## src/rtl/turn_sequencer.sv

```systemverilog
// turn_sequencer: Battleship game-flow FSM. It sequences player and PC turns, owns the shot port and tallies hits.
// Define TURN_TIMER_EN to enable the per-turn tick timer. Without it, P_WAIT waits indefinitely and time_left reads 0.
`timescale 1ns/1ps
module turn_sequencer #(
   parameter int unsigned TURN_TICKS  = 15,
   parameter int unsigned HITS_TO_WIN = 5,
   parameter logic [5:0]  PC_SEED     = 6'h2D,
   parameter logic [5:0]  PC_STRIDE   = 6'd37
) (
   input  logic       clk,
   input  logic       rst,
   input  logic       start,
   input  logic       boats_placed,
   input  logic       tick,
   input  logic       player_move,
   input  logic [2:0] cur_i,
   input  logic [2:0] cur_j,
   output logic       shot_req,
   output logic       shot_target,
   output logic [2:0] shot_i,
   output logic [2:0] shot_j,
   input  logic       shot_ack,
   input  logic       shot_hit,
   input  logic       shot_dup,
   output logic       player_turn,
   output logic       pc_turn,
   output logic [4:0] time_left,
   output logic [3:0] player_hits,
   output logic [3:0] pc_hits,
   output logic       is_victory,
   output logic       is_defeat
);

   typedef enum logic [2:0] {
      S_IDLE, S_SETUP, S_P_WAIT, S_P_SHOT, S_PC_AIM, S_PC_SHOT, S_WIN, S_LOSE
   } state_t;

   localparam logic [3:0] HITS_MAX = 4'(HITS_TO_WIN);

   state_t     r_state;
   state_t     w_next;
   logic [5:0] r_ptr;
   logic [5:0] w_ptr_next;
   logic [2:0] r_shot_i;
   logic [2:0] r_shot_j;
   logic [3:0] r_player_hits;
   logic [3:0] r_pc_hits;
   logic       w_expire;
   logic       w_player_win;
   logic       w_pc_win;

   assign w_ptr_next   = r_ptr + PC_STRIDE;
   // The hit counters never exceed HITS_MAX-1 while a shot is pending, so +1 cannot wrap.
   assign w_player_win = shot_hit && ((r_player_hits + 4'd1) == HITS_MAX);
   assign w_pc_win     = shot_hit && ((r_pc_hits + 4'd1) == HITS_MAX);

`ifdef TURN_TIMER_EN
   localparam logic [4:0] TICKS_INIT = 5'(TURN_TICKS);
   logic [4:0] r_time_left;

   assign w_expire  = tick && (r_time_left == 5'd1);
   assign time_left = r_time_left;

   always_ff @(posedge clk or negedge rst) begin
      if (!rst) begin
         r_time_left <= '0;
      end else if (w_next == S_P_WAIT && (r_state == S_SETUP || r_state == S_PC_SHOT)) begin
         r_time_left <= TICKS_INIT;
      end else if (r_state == S_P_WAIT && !player_move && tick) begin
         r_time_left <= r_time_left - 5'd1;
      end
   end
`else
   logic w_unused_tick;
   assign w_unused_tick = tick;
   assign w_expire      = 1'b0;
   assign time_left     = '0;
`endif

   always_ff @(posedge clk or negedge rst) begin
      // NOTE: every sequential element uses non-blocking assignment so all registers update from pre-edge values.
      if (!rst) r_state <= S_IDLE;
      else      r_state <= w_next;
   end

   always_comb begin
      // NOTE: each output is given a default first, so no path through the case can infer a latch.
      w_next      = r_state;
      shot_req    = 1'b0;
      shot_target = 1'b0;
      player_turn = 1'b0;
      pc_turn     = 1'b0;
      is_victory  = 1'b0;
      is_defeat   = 1'b0;
      case (r_state)
         S_IDLE: if (start) w_next = S_SETUP;
         S_SETUP: if (boats_placed) w_next = S_P_WAIT;
         S_P_WAIT: begin
            player_turn = 1'b1;
            if (player_move)   w_next = S_P_SHOT;
            else if (w_expire) w_next = S_PC_AIM;
         end
         S_P_SHOT: begin
            shot_req = 1'b1;
            if (shot_ack) begin
               if (shot_dup)          w_next = S_P_WAIT;
               else if (w_player_win) w_next = S_WIN;
               else                   w_next = S_PC_AIM;
            end
         end
         S_PC_AIM: begin
            pc_turn = 1'b1;
            w_next  = S_PC_SHOT;
         end
         S_PC_SHOT: begin
            pc_turn     = 1'b1;
            shot_req    = 1'b1;
            shot_target = 1'b1;
            if (shot_ack) begin
               if (shot_dup)      w_next = S_PC_AIM;
               else if (w_pc_win) w_next = S_LOSE;
               else               w_next = S_P_WAIT;
            end
         end
         S_WIN: begin
            is_victory = 1'b1;
            if (start) w_next = S_IDLE;
         end
         S_LOSE: begin
            is_defeat = 1'b1;
            if (start) w_next = S_IDLE;
         end
         default: w_next = S_IDLE;
      endcase
   end

   // The PC pointer survives across games and returns to PC_SEED only on reset.
   always_ff @(posedge clk or negedge rst) begin
      if (!rst) begin
         r_ptr         <= PC_SEED;
         r_shot_i      <= '0;
         r_shot_j      <= '0;
         r_player_hits <= '0;
         r_pc_hits     <= '0;
      end else begin
         if (r_state == S_P_WAIT && player_move) begin
            r_shot_i <= cur_i;
            r_shot_j <= cur_j;
         end
         if (r_state == S_PC_AIM) begin
            r_ptr    <= w_ptr_next;
            r_shot_i <= w_ptr_next[5:3];
            r_shot_j <= w_ptr_next[2:0];
         end
         if (w_next == S_IDLE && r_state != S_IDLE) begin
            r_player_hits <= '0;
            r_pc_hits     <= '0;
         end
         if (r_state == S_P_SHOT && shot_ack && !shot_dup && shot_hit && r_player_hits < HITS_MAX)
            r_player_hits <= r_player_hits + 4'd1;
         if (r_state == S_PC_SHOT && shot_ack && !shot_dup && shot_hit && r_pc_hits < HITS_MAX)
            r_pc_hits <= r_pc_hits + 4'd1;
      end
   end

   assign shot_i      = r_shot_i;
   assign shot_j      = r_shot_j;
   assign player_hits = r_player_hits;
   assign pc_hits     = r_pc_hits;

endmodule

```

## config.mk

```make
export PLATFORM = sky130hd
export DESIGN_NAME = turn_sequencer
export DESIGN_NICKNAME = d
export VERILOG_FILES = /design/src/rtl/turn_sequencer.sv
export SDC_FILE = /design/constraint.sdc
export NUM_CORES = 1
export LEC_CHECK = 0
export CORE_ASPECT_RATIO = 2
export CORE_UTILIZATION = 50
export DETAILED_ROUTE_END_ITERATION = 10
export PLACE_DENSITY = 0.82
export SETUP_SLACK_MARGIN = 0.4
export SLEW_MARGIN = 10
export SYNTH_ARGS = -nofsm -noshare
export SYNTH_HDL_FRONTEND = slang
export SYNTH_SLANG_ARGS = --single-unit
```

## constraint.sdc

```tcl
create_clock -name clk -period 3.38 [get_ports clk]
set_input_delay 0.676 -clock clk [delete_from_list [all_inputs] [get_ports clk]]
set_output_delay 0.676 -clock clk [all_outputs]
set_load 0.03 [all_outputs]
```

# After elaboration in Yosys (flattened, before gate mapping)
# Cells that the tools add are included.
dict set report totals {
  in_bits 15
  latchBits 0
  out_inout_bits 25
  regBits 23
  mem_count 0
  mem_bits_ro 0
  ramBits 0
}
dict set report classes {
  bitwise 0
  div_mod_pow 0
  muxes 24
  multipliers 0
  n_shift 0
  n_addsub 3
  n_eq_ne 9
  order_cmp 2
  n_reduce_logical 22
}
# operator count
set ops {}
lappend ops {{2-to-1 mux 3 bit} 13}
lappend ops {{one-hot mux 3 bit (7 select lines)} 1}
lappend ops {{equality test 3 bit, second input constant} 4}
lappend ops {{logical AND 1 bit} 12}
lappend ops {{2-to-1 mux 4 bit} 3}
lappend ops {{adder 4 x 1 -> 4 bit, second input constant} 2}
lappend ops {{equality test 4 x 3 -> 1 bit, second input constant} 2}
lappend ops {{< comparator 4 x 3 -> 1 bit, second input constant} 2}
lappend ops {{adder 6 bit, second input constant} 1}
lappend ops {{equality test 3 x 2 -> 1 bit, second input constant} 2}
lappend ops {{zero test 3 bit} 2}
lappend ops {{2-to-1 mux 1 bit} 6}
lappend ops {{nonzero test 2 bit} 3}
lappend ops {{OR reduction 2 bit} 3}
lappend ops {{equality test 3 x 1 -> 1 bit, second input constant} 1}
lappend ops {{nonzero test 3 bit} 1}
lappend ops {{2-to-1 mux 2 bit} 1}
lappend ops {{zero test 1 bit} 1}

# Depth between registers and ports, before layout
dict set report logic_depth {
  word_depth 11
  mapped_depth 6
  ltp_nobuf 6
}

# Least setup slack after synthesis
# OpenSTA, ideal clock, no wires.
dict set report synth_timing {
  path_type {register -> output}
  startpoint {register r_state[1]}
  endpoint {output port player_turn}
  n_path_buf 2
  arrival_ps 1641
  setup_slack_ps 1063
  path_stages_with_launch 4
  required_time_ps 2704
  cell_sequence {dfrtp_1 > clkbuf_1 > buf_2 > nor3b_1}
}
dict set report synth_between {
  elab_chain_cells 2
}
# element line
set synth_lines {}
lappend synth_lines {{start, declared} 40} ;# state_t r_state;
lappend synth_lines {{start signal, assigned} 83} ;# else r_state <= w_next;
lappend synth_lines {{equality test 3 x 2 -> 1 bit} 95} ;# case (r_state)
lappend synth_lines {{2-to-1 mux 1 bit} 95}
lappend synth_lines {{end, declared} 25} ;# output logic player_turn,
# No other way between the ends.

# Worst setup path in the final report
dict set report layout_timing {
  startpoint {register r_state[1]}
  endpoint {output port shot_target}
}
dict set report layout_between {
  elab_chain_cells 2
}
# element line
set layout_lines {}
lappend layout_lines {{equality test 3 bit} 95}
lappend layout_lines {{2-to-1 mux 1 bit} 95}
lappend layout_lines {{end, declared} 19} ;# output logic shot_target,
# No other way between the ends.

==> impl_metrics.env <==
export IMPL_status="finished clean"
export IMPL_synth_avg_cell_area_um2=9.76
export IMPL_die_width_um=41.0
export IMPL_fill_cells=262
export IMPL_syn_cell_area_mm2=0.00152
export IMPL_min_period_over_period_pct=83.8
export IMPL_drv_slew=0
export IMPL_rsz0062_at_grt="false"
export IMPL_cts_hold_fix_buffers=0
export IMPL_yosysWarnings=0
export IMPL_synthDistinctLibCells=44
export IMPL_diodes=0
export IMPL_busiest_layer="met2"
export IMPL_htree_levels=1
export IMPL_cts_buffers=3
export IMPL_multiInputGateArea_um2=843
export IMPL_worstSetupPathType="reg2out"
export IMPL_io_pins=40
export IMPL_endpoint_kind="output pin"
export IMPL_switching_share_pct=45.4
export IMPL_critPathMaxStageDelay_ns=0.67
export IMPL_synth_seq_cells=23
export IMPL_ant_nets=0
export IMPL_setup_viol=0
export IMPL_irDropWorstVdd_mv=0.417
export IMPL_drv_cap=0
export IMPL_grt_overflow_total=0
export IMPL_final_common_cell="clkdlybuf4s50_1"
export IMPL_final_cell_mix="clkdlybuf4s50_1, dfrtp_1, nand2_1"
export IMPL_path_clk_slew_ns=0.08
export IMPL_track_usage_pct=22.2
export IMPL_antenna_found_initial=0
export IMPL_slowest_stage="clkdlybuf4s50_1"
export IMPL_ff_latch_area_um2=581
export IMPL_cts_sinks=23
export IMPL_synth_edf_count=0
export IMPL_arrival_ns=2.16
export IMPL_grt_pass1_wl_um=5180
export IMPL_drt_iter0_drc=20
export IMPL_tightest_slew_ns=1.05
export IMPL_fmax_ghz=0.353
export IMPL_fp_coreArea_mm2=0.00294
export IMPL_dieHeight_um=80.0
export IMPL_final_net_count=208
export IMPL_syn_inst=156
export IMPL_grt_max_degree=24
export IMPL_seq_area_frac_synth_pct=38.1
export IMPL_clockBufferDepth=2
export IMPL_post_route_cells_drive_above_1_share_pct=8.11
export IMPL_clkPwrFrac_pct=10.2
export IMPL_netlist_top_cell_by_area="dfrtp_1"
export IMPL_start_util_pct=51.7
export IMPL_cp_start_kind="flip-flop"
export IMPL_routed_via_density=5.65
export IMPL_syn_to_final_growth_pct=23.3
export IMPL_use_met2_pct=41.4
export IMPL_powerDensity_mw_per_mm2=881
export IMPL_required_ns=2.70
export IMPL_p_sw_uw=752
export IMPL_post_route_min_period_ns=2.83
export IMPL_first_pass_iters=4
export IMPL_wire_per_inst_um=14.6
export IMPL_skew_ns=0.00192
export IMPL_die_area_mm2=0.00328
export IMPL_synth_top_area_share_pct=31.2
export IMPL_vias=1214
export IMPL_post_cts_setup_buffers=0
export IMPL_comb_power_share_pct=52.9
export IMPL_num_rows=28
export IMPL_met3_usage_pct=2.51
export IMPL_io_buffers=33
export IMPL_wl_um=3140
export IMPL_setup_tns_ns=0
export IMPL_ctsResizeCount=0
export IMPL_grt_pass1_vias=1202
export IMPL_cts_root_buf="clkbuf_8"
export IMPL_relSlewSlack_pct=29.7
export IMPL_synth_flop_cell="dfrtp_1"
export IMPL_grtUsageMet1_pct=23.0
export IMPL_hpwl_um=2460
export IMPL_p_leak_uw=0.000786
export IMPL_drc=0
export IMPL_clk_latency_ns=0.26
export IMPL_internal_power_uw=902
export IMPL_cts_tree="yes"
export IMPL_async_flop_share_pct=100
export IMPL_place_congestion=0.903
export IMPL_synthTopCellsByArea="dfrtp_1, dfstp_2, mux2i_1"
export IMPL_holdWs_ns=0.497
export IMPL_critPathMaxFanout=22
export IMPL_hold_violations=0
export IMPL_min_path_type="reg2reg"
export IMPL_path_cells="and2b_2, nand2_1, inv_2, clkdlybuf4s50_1"
export IMPL_pwr_share_seq_pct=36.9
stage by stage:
stage          worst slack, ns  area (µm²)  instances  utilization, %  total power, µW
2_1_floorplan             1.06        1540        160               -             1220
3_3_place_gp             0.885        1830        211            62.3             1460
3_5_place_dp             0.846        1830        211            62.3             1500
4_1_cts                  0.554        1880        215            63.8             1670
5_1_grt                  0.424        1880        215            63.8             1780
6_report                 0.548        1880        215            63.8             1650
kinds of logic (layout without fill, tap and decap cells):
logic type	count (synthesis)	count (layout)	synth area share [%]
adders and majority gates	7	7	5.75
xor gates and xnor gates	10	10	5.75
other	1	5	0.246
muxes	10	10	6.90
and+or+nand+nor	50	50	19.2
AOI/OAI and AO/OA	32	32	16.5
DFF	23	23	38.1
buffers and inverters	23	48	7.48
registers in the layout, indices dropped and copies added, names as in the netlist:
signal	flops
pc_hits	4
player_hits	4
r_ptr	6
r_state	3
shot_i	3
shot_j	3
cell usage after synthesis, types with 2 or more instances:
master / count
o21ai_0: 9
mux2i_1: 9
nand3b_1: 2
a211oi_1: 2
nand2_1: 14
nor2_1: 5
o31ai_1: 2
a21oi_1: 2
o221ai_1: 2
and3_1: 2
inv_1: 10
dfrtp_1: 19
xor2_1: 4
o211ai_1: 2
nor2b_1: 5
xnor2_1: 6
a31oi_1: 4
dfstp_2: 4
ha_1: 7
clkbuf_1: 5
buf_4: 5
o21ai_1: 2
nand2b_1: 6
nand3_1: 6
nor3_1: 3
worst max-delay path: cells and delay by family (launching register included):
family        cells  cell delay, ns
flops             1            0.63
buf+inv           2            0.80
simple gates      2            0.46
metal layers:
metal  up-vias  wire, µm
met5         -         0
met4         0        51
met3         6       125
met2        37      1780
met1       576      1180
li1        595         -
worst paths after layout:
path	depth (start not counted)	end	slack, ns	startpoint
hold / removal	1	r_ptr[5]	0.50	r_ptr[5]
hold reg to reg	1	r_ptr[5]	0.50	r_ptr[5]
max in group asynchronous	1	shot_j[2]	1.76	rst
setup / recovery	4	shot_target	0.55	r_state[1]
min in group asynchronous	1	player_hits[0]	0.99	rst
setup reg to reg	6	pc_hits[2]	1.41	r_state[1]
area by class of cell:
class	count	area share, %
clock buffer	4	2.40
multi-input combinational	114	44.9
tap	30	2.00
timing repair buffer	33	17.6
sequential	23	30.9
inverter	11	2.20
power groups by stage:
stage                     sequential, µW  clock, µW  combinational (µW)
after floorplan                      653          0                 564
after global placement               597          0                 858
after detailed placement             613          0                 882
after CTS                            608        174                 886
after global routing                 640        188                 956
final                                610        168                 876
(Power assumes the default switching activity.)
